File: src/rtl/cpu_cycle_sequencer_pkg.sv
// Shared widths, state encodings and helpers for the multi-cycle sequencer.
// State encodings are exported so trace/debug logic can decode the FSM.
package cpu_cycle_sequencer_pkg;

  localparam int unsigned DATA_WIDTH       = 32;
  localparam int unsigned RETIRED_WIDTH    = 32;
  localparam int unsigned WAIT_COUNT_WIDTH = 8;

  localparam logic [2:0] STATE_FETCH     = 3'd0;
  localparam logic [2:0] STATE_DECODE    = 3'd1;
  localparam logic [2:0] STATE_EXECUTE   = 3'd2;
  localparam logic [2:0] STATE_MEMORY    = 3'd3;
  localparam logic [2:0] STATE_WRITEBACK = 3'd4;
  localparam logic [2:0] STATE_HALTED    = 3'd5;
  localparam logic [2:0] STATE_FAULT     = 3'd6;

  typedef enum logic [2:0] {
    stFetch     = STATE_FETCH,
    stDecode    = STATE_DECODE,
    stExecute   = STATE_EXECUTE,
    stMemory    = STATE_MEMORY,
    stWriteback = STATE_WRITEBACK,
    stHalted    = STATE_HALTED,
    stFault     = STATE_FAULT
  } cycleState_t;

  // States that own the shared memory port and wait on mem_ready.
  function automatic logic isMemoryState(input cycleState_t state);
    return (state == stFetch) || (state == stMemory);
  endfunction

endpackage

File: src/rtl/cpu_cycle_sequencer_mem_wait_timer.sv
// Counts consecutive mem_ready-low cycles in a memory-owning state and flags
// a hung access on the TIMEOUT_CYCLES-th wait cycle; a ready always wins.
module cpu_cycle_sequencer_mem_wait_timer
  import cpu_cycle_sequencer_pkg::*;
#(
  parameter int unsigned TIMEOUT_CYCLES = 255
) (
  input  logic clk,
  input  logic reset,
  input  logic waiting,
  input  logic mem_ready,
  output logic timeout
);

  localparam logic [WAIT_COUNT_WIDTH-1:0] WAIT_LIMIT = WAIT_COUNT_WIDTH'(TIMEOUT_CYCLES - 1);

  logic [WAIT_COUNT_WIDTH-1:0] waitCount;

  assign timeout = waiting & ~mem_ready & (waitCount == WAIT_LIMIT);

  // Any state change (ready, timeout, or leaving the wait state) restarts the count.
  always_ff @(posedge clk) begin
    if (reset || !waiting || mem_ready || timeout) begin
      waitCount <= '0;
    end else begin
      waitCount <= waitCount + WAIT_COUNT_WIDTH'(1);
    end
  end

endmodule

File: src/rtl/cpu_cycle_sequencer.sv
// Multi-cycle instruction sequencer: fetch, decode, execute, memory, writeback,
// arbitrating the single memory port by state and faulting on hung accesses.
module cpu_cycle_sequencer
  import cpu_cycle_sequencer_pkg::*;
#(
  parameter int unsigned TIMEOUT_CYCLES = 255
) (
  input  logic                     clk,
  input  logic                     reset,
  input  logic [DATA_WIDTH-1:0]    programCounter,
  input  logic                     ls_req,
  input  logic                     ls_write,
  input  logic [DATA_WIDTH-1:0]    ls_addr,
  input  logic                     rf_wr_req,
  input  logic                     halt_req,
  input  logic                     mem_ready,
  output logic                     mem_req,
  output logic                     mem_we,
  output logic [DATA_WIDTH-1:0]    mem_addr,
  output logic                     cir_writeEnable,
  output logic                     pc_writeEnable,
  output logic                     ld_capture,
  output logic                     rf_writeEnable,
  output logic                     halted,
  output logic                     busError,
  output logic [RETIRED_WIDTH-1:0] retired
);

  cycleState_t state;
  cycleState_t nextState;
  logic        timeout;
  logic [RETIRED_WIDTH-1:0] retiredCount;

  cpu_cycle_sequencer_mem_wait_timer #(
    .TIMEOUT_CYCLES(TIMEOUT_CYCLES)
  ) mem_wait_timer (
    .clk      (clk),
    .reset    (reset),
    .waiting  (isMemoryState(state)),
    .mem_ready(mem_ready),
    .timeout  (timeout)
  );

  always_ff @(posedge clk) begin
    if (reset) begin
      state <= stFetch;
    end else begin
      state <= nextState;
    end
  end

  always_comb begin
    nextState = state;
    case (state)
      stFetch: begin
        if (mem_ready)    nextState = stDecode;
        else if (timeout) nextState = stFault;
      end
      stDecode:    nextState = stExecute;
      stExecute:   nextState = ls_req ? stMemory : stWriteback;
      stMemory: begin
        if (mem_ready)    nextState = stWriteback;
        else if (timeout) nextState = stFault;
      end
      stWriteback: nextState = halt_req ? stHalted : stFetch;
      stHalted:    nextState = stHalted;
      stFault:     nextState = stFault;
      default:     nextState = stFetch;
    endcase
  end

  // Reset overrides every output so a stale response cannot leak a strobe.
  always_comb begin
    mem_req         = 1'b0;
    mem_we          = 1'b0;
    mem_addr        = '0;
    cir_writeEnable = 1'b0;
    pc_writeEnable  = 1'b0;
    ld_capture      = 1'b0;
    rf_writeEnable  = 1'b0;
    halted          = 1'b0;
    busError        = 1'b0;
    if (!reset) begin
      case (state)
        stFetch: begin
          mem_req         = 1'b1;
          mem_addr        = programCounter;
          cir_writeEnable = mem_ready;
        end
        stMemory: begin
          mem_req    = 1'b1;
          mem_we     = ls_write;
          mem_addr   = ls_addr;
          ld_capture = mem_ready & ~ls_write;
        end
        stWriteback: begin
          pc_writeEnable = 1'b1;
          rf_writeEnable = rf_wr_req & ~(ls_req & ls_write);
        end
        stHalted: halted   = 1'b1;
        stFault:  busError = 1'b1;
        default: ;
      endcase
    end
  end

  always_ff @(posedge clk) begin
    if (reset) begin
      retiredCount <= '0;
    end else if (state == stWriteback) begin
      retiredCount <= retiredCount + RETIRED_WIDTH'(1);
    end
  end

  assign retired = reset ? '0 : retiredCount;

endmodule

File: config.mk
export PLATFORM = sky130hd
export DESIGN_NAME = cpu_cycle_sequencer
export DESIGN_NICKNAME = d
export VERILOG_FILES = /design/src/rtl/cpu_cycle_sequencer_pkg.sv /design/src/rtl/cpu_cycle_sequencer_mem_wait_timer.sv /design/src/rtl/cpu_cycle_sequencer.sv
export SDC_FILE = /design/constraint.sdc
export NUM_CORES = 1
export LEC_CHECK = 0
export ABC_AREA = 1
export BUFFER_PORTS_ARGS = -buffer_cell sky130_fd_sc_hd__buf_4
export CORE_UTILIZATION = 48
export DETAILED_ROUTE_END_ITERATION = 12
export HOLD_SLACK_MARGIN = 0.1
export PLACE_DENSITY = 0.83
export SYNTH_ARGS = -nofsm -noshare
export SYNTH_HDL_FRONTEND = slang
export SYNTH_HIERARCHICAL = 1
export SYNTH_SLANG_ARGS = --single-unit
File: constraint.sdc
create_clock -name clk -period 2.2 [get_ports clk]
set_clock_uncertainty 0.15 [all_clocks]
set_input_delay 0.33 -clock clk [delete_from_list [all_inputs] [get_ports clk]]
set_output_delay 0.33 -clock clk [all_outputs]
set_load 0.005 [all_outputs]
==> impl_metrics.json, run 1 <==
{
  "synth_fp_nets": 598,
  "die_h_um": 82.2,
  "drt_iter0_drc": 223,
  "status": "completed",
  "path_class": "flip-flop to primary output",
  "synth_commonest_cells": "104 x nand2_1, 81 x nor2_1, 66 x nand3_1",
  "yosys_warnings": 6,
  "clock-sinks": 43,
  "via_count": 3847,
  "place.gp.congestion": 0.897,
  "io_pins": 143,
  "worst_pin_slew_ns": 0.393,
  "ant_nets": 0,
  "synth_top_cell_by_area": "dfxtp_1",
  "regArea_um2": 861,
  "grt_pass1_vias": 3427,
  "maxCapViolCount": 0,
  "overflow": 0,
  "place_ws_ns": 0.335,
  "dpl.hpwl_um": 7370,
  "clockBufferDepth": 2,
  "period_share": 0.944,
  "grt_usage": 0.279,
  "ys_seq_elements": 43,
  "drive_gt1_frac": 0.287,
  "netlist_area_mm2": 0.00309,
  "root_buffer": "clkbuf_8",
  "cts_inserted_buffers": 5,
  "wl_per_cell_um": 12.8,
  "worst-path-max-fanout": 34,
  "max_stage_delay_ns": 0.45,
  "grt_antenna_before_repair": 0,
  "antenna-diode-count": 0,
  "seq_area_frac_synth": 0.279,
  "yosysMostFrequentCell": "nand2_1",
  "die_area_mm2": 0.00676,
  "cp_top_family": "buffers and inverters",
  "async_reset_ff_frac": 0,
  "drc": 0,
  "multi_input_area_mm2": 0.00190,
  "fill_cells": 550,
  "finalSetupViolations": 0,
  "synthFlopType": "dfxtp_1",
  "setup_slack_ns": 0.124,
  "final.min_clock_period_ns": 2.08,
  "grt_pass1_wl_um": 14600,
  "synthCells": 524,
  "rsz0062_at_grt": "false",
  "hold_viol": 0,
  "critPathSlowestCell": "dfxtp_1",
  "crit_chain": "inv_2, nand2_1, buf_6, o21ai_0, buf_4",
  "synthDistinctLibCells": 32,
  "synth_edf_count": 0,
  "required_ns": 1.72,
  "clk_pin_slew_worst_paths_ns": 0.08,
  "leakage_nw": 1.93,
  "rows": 28,
  "tns_ns": 0,
  "worstPathArrival_ns": 1.60,
  "power_density_mw_per_mm2": 524,
  "h-tree-depth": 2,
  "clock.fmax_mhz": 482,
  "cp_num_buf_inv": 3,
  "clk_latency_ns": 0.31,
  "core_area_mm2": 0.00606,
  "cts_tree": "built",
  "synth_area_leaders": "dfxtp_1 28%, nand2_1 13%, nand3_1 11%, nor2_1 9.8%, o21ai_0 8.3%",
  "syn_avg_cell_area_um2": 5.90,
  "first_pass_iters": 7,
  "area_delta_synth_final_pct": 39.9,
  "grt_max_degree": 66,
  "initial_utilization": 0.510,
  "drt-total-wl_um": 9400,
  "io_buffer_count": 142,
  "start_kind": "flip-flop",
  "via_per_inst": 5.23,
  "vdd_drop_max_mv": 0.344,
  "cp-end-kind": "primary output",
  "die_w_um": 82.2,
  "synth_top_area_frac": 0.279,
  "min_path_type": "input port to flip-flop",
  "final-max-slew-violation-count": 0,
  "relSlewSlack": 0.736,
  "fin_util": 0.713,
  "hold_ws_ns": 0.239,
  "final_nets": 734
}
worst register-to-register path: stages (launching register included):
cell and delay, ns:
dfxtp_1 0.42, nand2_1 0.11, nor2_2 0.13, inv_1 0.05
nand2_1 0.10, nand2_1 0.12, nor2_2 0.13, nand2_2 0.10
inv_1 0.08, nor2_1 0.04, nand2_1 0.08, nor2_1 0.04
nor3_1 0.17, nor2_1 0.05
per-layer routing:
metal,vias up,GRT usage,share of wire,wire (um)
met5,-,0,0,0
met4,0,0.118,0.018,170
met2,161,0.491,0.51,4810
met3,20,0.0516,0.072,678
met1,1709,0.329,0.40,3740
li1,1957,-,-,-
layout by cell type (no fill, tap or decap):
| cell type | instances |
|---|---|
| a21oi_1 | 21 |
| a21oi_2 | 3 |
| a31oi_1 | 1 |
| and2_1 | 2 |
| buf_12 | 1 |
| buf_4 | 147 |
| buf_6 | 1 |
| clkbuf_1 | 1 |
| clkbuf_8 | 5 |
| clkinv_2 | 1 |
| clkinvlp_4 | 1 |
| dfxtp_1 | 43 |
| ha_1 | 3 |
| inv_1 | 65 |
| inv_2 | 2 |
| nand2_1 | 104 |
| nand2_2 | 3 |
| nand2_4 | 2 |
| nand2_8 | 1 |
| nand3_1 | 66 |
| nand3_2 | 2 |
| nand3b_1 | 1 |
| nand4_1 | 6 |
| nor2_1 | 81 |
| nor2_2 | 17 |
| nor2_4 | 3 |
| nor2_8 | 1 |
| nor3_1 | 19 |
| o211ai_1 | 1 |
| o21ai_0 | 51 |
| o21ai_1 | 2 |
| o22ai_1 | 1 |
| or2_0 | 1 |
| xnor2_1 | 1 |
| xor2_1 | 1 |
metrics by stage:
step,instance area [um^2],instances,total power [mW]
floorplan,3090,524,1.31
global placement,4230,728,1.73
detailed placement,4230,728,1.75
CTS,4320,736,2.26
global route,4320,736,2.39
finish,4320,736,2.26
power breakdown:
part | total (mW) | internal, mW | switching (mW)
logic | 0.892 | 0.405 | 0.487
registers | 0.853 | 0.811 | 0.0419
clock network | 0.519 | 0.222 | 0.296
cell type report:
cell class                      instances  share of cell area
Multi-Input combinational cell        394               0.439
Clock buffer                            6              0.0168
Clock inverter                          2             0.00289
Sequential cell                        43               0.199
Tap cell                               75              0.0217
Timing Repair Buffer                  149               0.263
Inverter                               67              0.0582
state kept, by name, indices dropped and copies added, names as in the netlist:
signal / flops
mem_wait_timer/waitCount: 8
state: 3
retiredCount: 32
kinds of logic (layout without fill, tap and decap cells):
family / Yosys count / after routing / share of synthesized area
xor+xnor: 2 / 2 / 0.00567
simple gates: 309 / 309 / 0.461
fa+ha+maj: 3 / 3 / 0.0122
flops: 43 / 43 / 0.279
compound gates: 80 / 80 / 0.135
buf+inv: 87 / 224 / 0.107
path summary, 6_finish.rpt:
kind	startpoint	to	slack [ns]	cells after the start
max	state[2]$_SDFF_PP0_	mem_addr[28]	0.12	5
min	halt_req	state[0]$_SDFF_PP0_	0.24	5
max reg2reg	state[1]$_SDFF_PP0_	state[0]$_SDFF_PP0_	0.31	13
min reg2reg	mem_wait_timer/waitCount[0]$_SDFF_PP0_	mem_wait_timer/waitCount[0]$_SDFF_PP0_	0.33	1
repair_timing:
| item | 4_1_cts | 5_1_grt |
|---|---|---|
| setup buffers | 0 | 0 |
| endpoints found under the setup margin | 0 | 5 |
| endpoints found under the hold margin | 0 | 0 |
| resized for setup | 0 | 1 |
| hold buffers | 0 | 0 |
(Power assumes the default switching activity.)
==> run 2: changes to the inputs <==
Settings changed: CTS_CLUSTER_SIZE from default to 24, GPL_TIMING_DRIVEN from default to 0, RECOVER_POWER from default to 50.
==> run 2 against run 1 <==
  * Worst hold slack better by 0.020 ns
  * Fmax is 0.79% lower
  * Sequential cell count stayed put
  * Worst setup slack worse by 0.017 ns
==> impl_metrics.json, run 2 (same netlist as run 1, synthesis figures left out) <==
{
  "status": "completed",
  "layout_common_cells": "136 x buf_4, 107 x nand2_1, 87 x nor2_1, 68 x nand3_1, 65 x inv_1",
  "die_w_um": 82.2,
  "switching_share": 0.340,
  "grt_max_degree": 14,
  "grt_antenna_before_repair": 0,
  "maxCapViolCount": 0,
  "io_buffer_count": 142,
  "period_share": 0.951,
  "initial_utilization": 0.510,
  "grt_pass1_wl_um": 15500,
  "worstPathArrival_ns": 1.61,
  "min_path_type": "input port to flip-flop",
  "clk_latency_ns": 0.30,
  "vdd_drop_max_mv": 0.474,
  "final.min_clock_period_ns": 2.09,
  "clockPowerShare": 0.272,
  "cts_inserted_buffers": 5,
  "drive_gt1_frac": 0.264,
  "final-max-slew-violation-count": 0,
  "io_pins": 143,
  "die_h_um": 82.2,
  "drc": 0,
  "antenna-diode-count": 0,
  "required_ns": 1.72,
  "worst_pin_slew_ns": 0.546,
  "switchingPower_uw": 812,
  "tns_ns": 0,
  "clk_pin_slew_worst_paths_ns": 0.08,
  "dpl-instance-area_mm2": 0.00425,
  "rows": 28,
  "cp-end-kind": "primary output",
  "h-tree-depth": 2,
  "first_pass_iters": 5,
  "dpl.hpwl_um": 8050,
  "root_buffer": "clkbuf_8",
  "leakage_nw": 1.91,
  "area_delta_synth_final_pct": 39.5,
  "core_area_mm2": 0.00606,
  "worst-path-max-fanout": 10,
  "finalSetupViolations": 0,
  "final_area_mm2": 0.00431,
  "cts_tree": "built",
  "drt-total-wl_um": 10000,
  "regMostFlops": "retiredCount",
  "overflow": 0,
  "via_per_inst": 5.32,
  "wl_per_cell_um": 13.4,
  "ant_nets": 0,
  "clock-sinks": 43,
  "mostFrequentLayoutCell": "buf_4",
  "rsz0062_at_grt": "false",
  "die_area_mm2": 0.00676,
  "path_class": "flip-flop to primary output",
  "place.gp.congestion": 0.997,
  "hold_viol": 0,
  "power_density_mw_per_mm2": 554,
  "drt_iter0_drc": 231,
  "seqPwrFrac": 0.360,
  "largestRegisters": "retiredCount x32, mem_wait_timer/waitCount x8, state x3",
  "grt_usage": 0.292,
  "combinationalPowerShare": 0.368,
  "start_kind": "flip-flop",
  "clockBufferDepth": 2,
  "p_int_mw": 1.57,
  "via_count": 3992,
  "grt_pass1_vias": 3588,
  "relSlewSlack": 0.636,
  "clock.fmax_mhz": 478,
  "largest_reg_flops": 32,
  "final_nets": 748
}
run 2: cell count changes in the layout (fill, tap and decap cells not counted), sizes merged:
cell / previous run / this run
clkbuf: 6 / 31
buf: 149 / 138
bufinv: 0 / 1
clkinv: 1 / 2
clkinvlp: 1 / 0
inv: 67 / 66
run 2: what timing repair did:
action / CTS / global route
pin swaps: 0 / 1
hold buffers: 0 / 0
endpoints found under the setup margin: 30 / 31
gates cloned: 0 / 0
resized for setup: 5 / 13
setup buffers: 0 / 1
run 2: power by group through the flow:
stage          combinational [mW]  clock (mW)  sequential [mW]
2_1_floorplan               0.448           0            0.861
3_3_place_gp                0.867           0            0.868
3_5_place_dp                0.882           0            0.871
4_1_cts                     0.895       0.657            0.856
5_1_grt                     0.965       0.690            0.863
6_report                    0.879       0.648            0.859
run 2: per-stage QoR:
step / setup slack (ns) / utilization / std cells / power [mW] / hold WS, ns
floorplan: 0.400 / - / 524 / 1.31 / 0.289
global placement: 0.148 / 0.701 / 741 / 1.74 / 0.304
detailed placement: 0.0986 / 0.701 / 741 / 1.75 / 0.309
CTS: 0.00635 / 0.722 / 749 / 2.41 / 0.245
global route: 0.0153 / 0.711 / 750 / 2.52 / 0.273
finish: 0.108 / 0.711 / 750 / 2.39 / 0.259
run 2: critical path, cell delays in order, from the launching register on:
cell and delay, ns:
dfxtp_1 0.47, inv_2 0.16, nand2_2 0.16, clkbuf_2 0.24
o21ai_0 0.14, buf_4 0.15
run 2: path summary, 6_finish.rpt:
kind	cells after the start	endpoint	slack [ns]	from
max	5	mem_addr[22]	0.11	state[2]$_SDFF_PP0_
min	4	state[2]$_SDFF_PP0_	0.26	ls_req
max reg2reg	13	state[0]$_SDFF_PP0_	0.25	state[1]$_SDFF_PP0_
min reg2reg	1	mem_wait_timer/waitCount[0]$_SDFF_PP0_	0.33	mem_wait_timer/waitCount[0]$_SDFF_PP0_
run 2: area by class of cell:
class                      instances  area, um^2
timing repair buffer             143        1060
multi-input combinational        394        1830
tap                               75        93.8
inverter                          67         251
clock inverter                     2        35.0
buffer                            20        92.6
sequential                        43         863
fill                             574        1750
clock buffer                       6        82.6
run 2: metal layers:
metal  routed length [um]  part of all wire  GRT usage
met5                    0                 0          0
met1                 4030              0.40      0.342
met4                  153             0.015      0.105
met2                 5150              0.51      0.514
met3                  691             0.069     0.0714
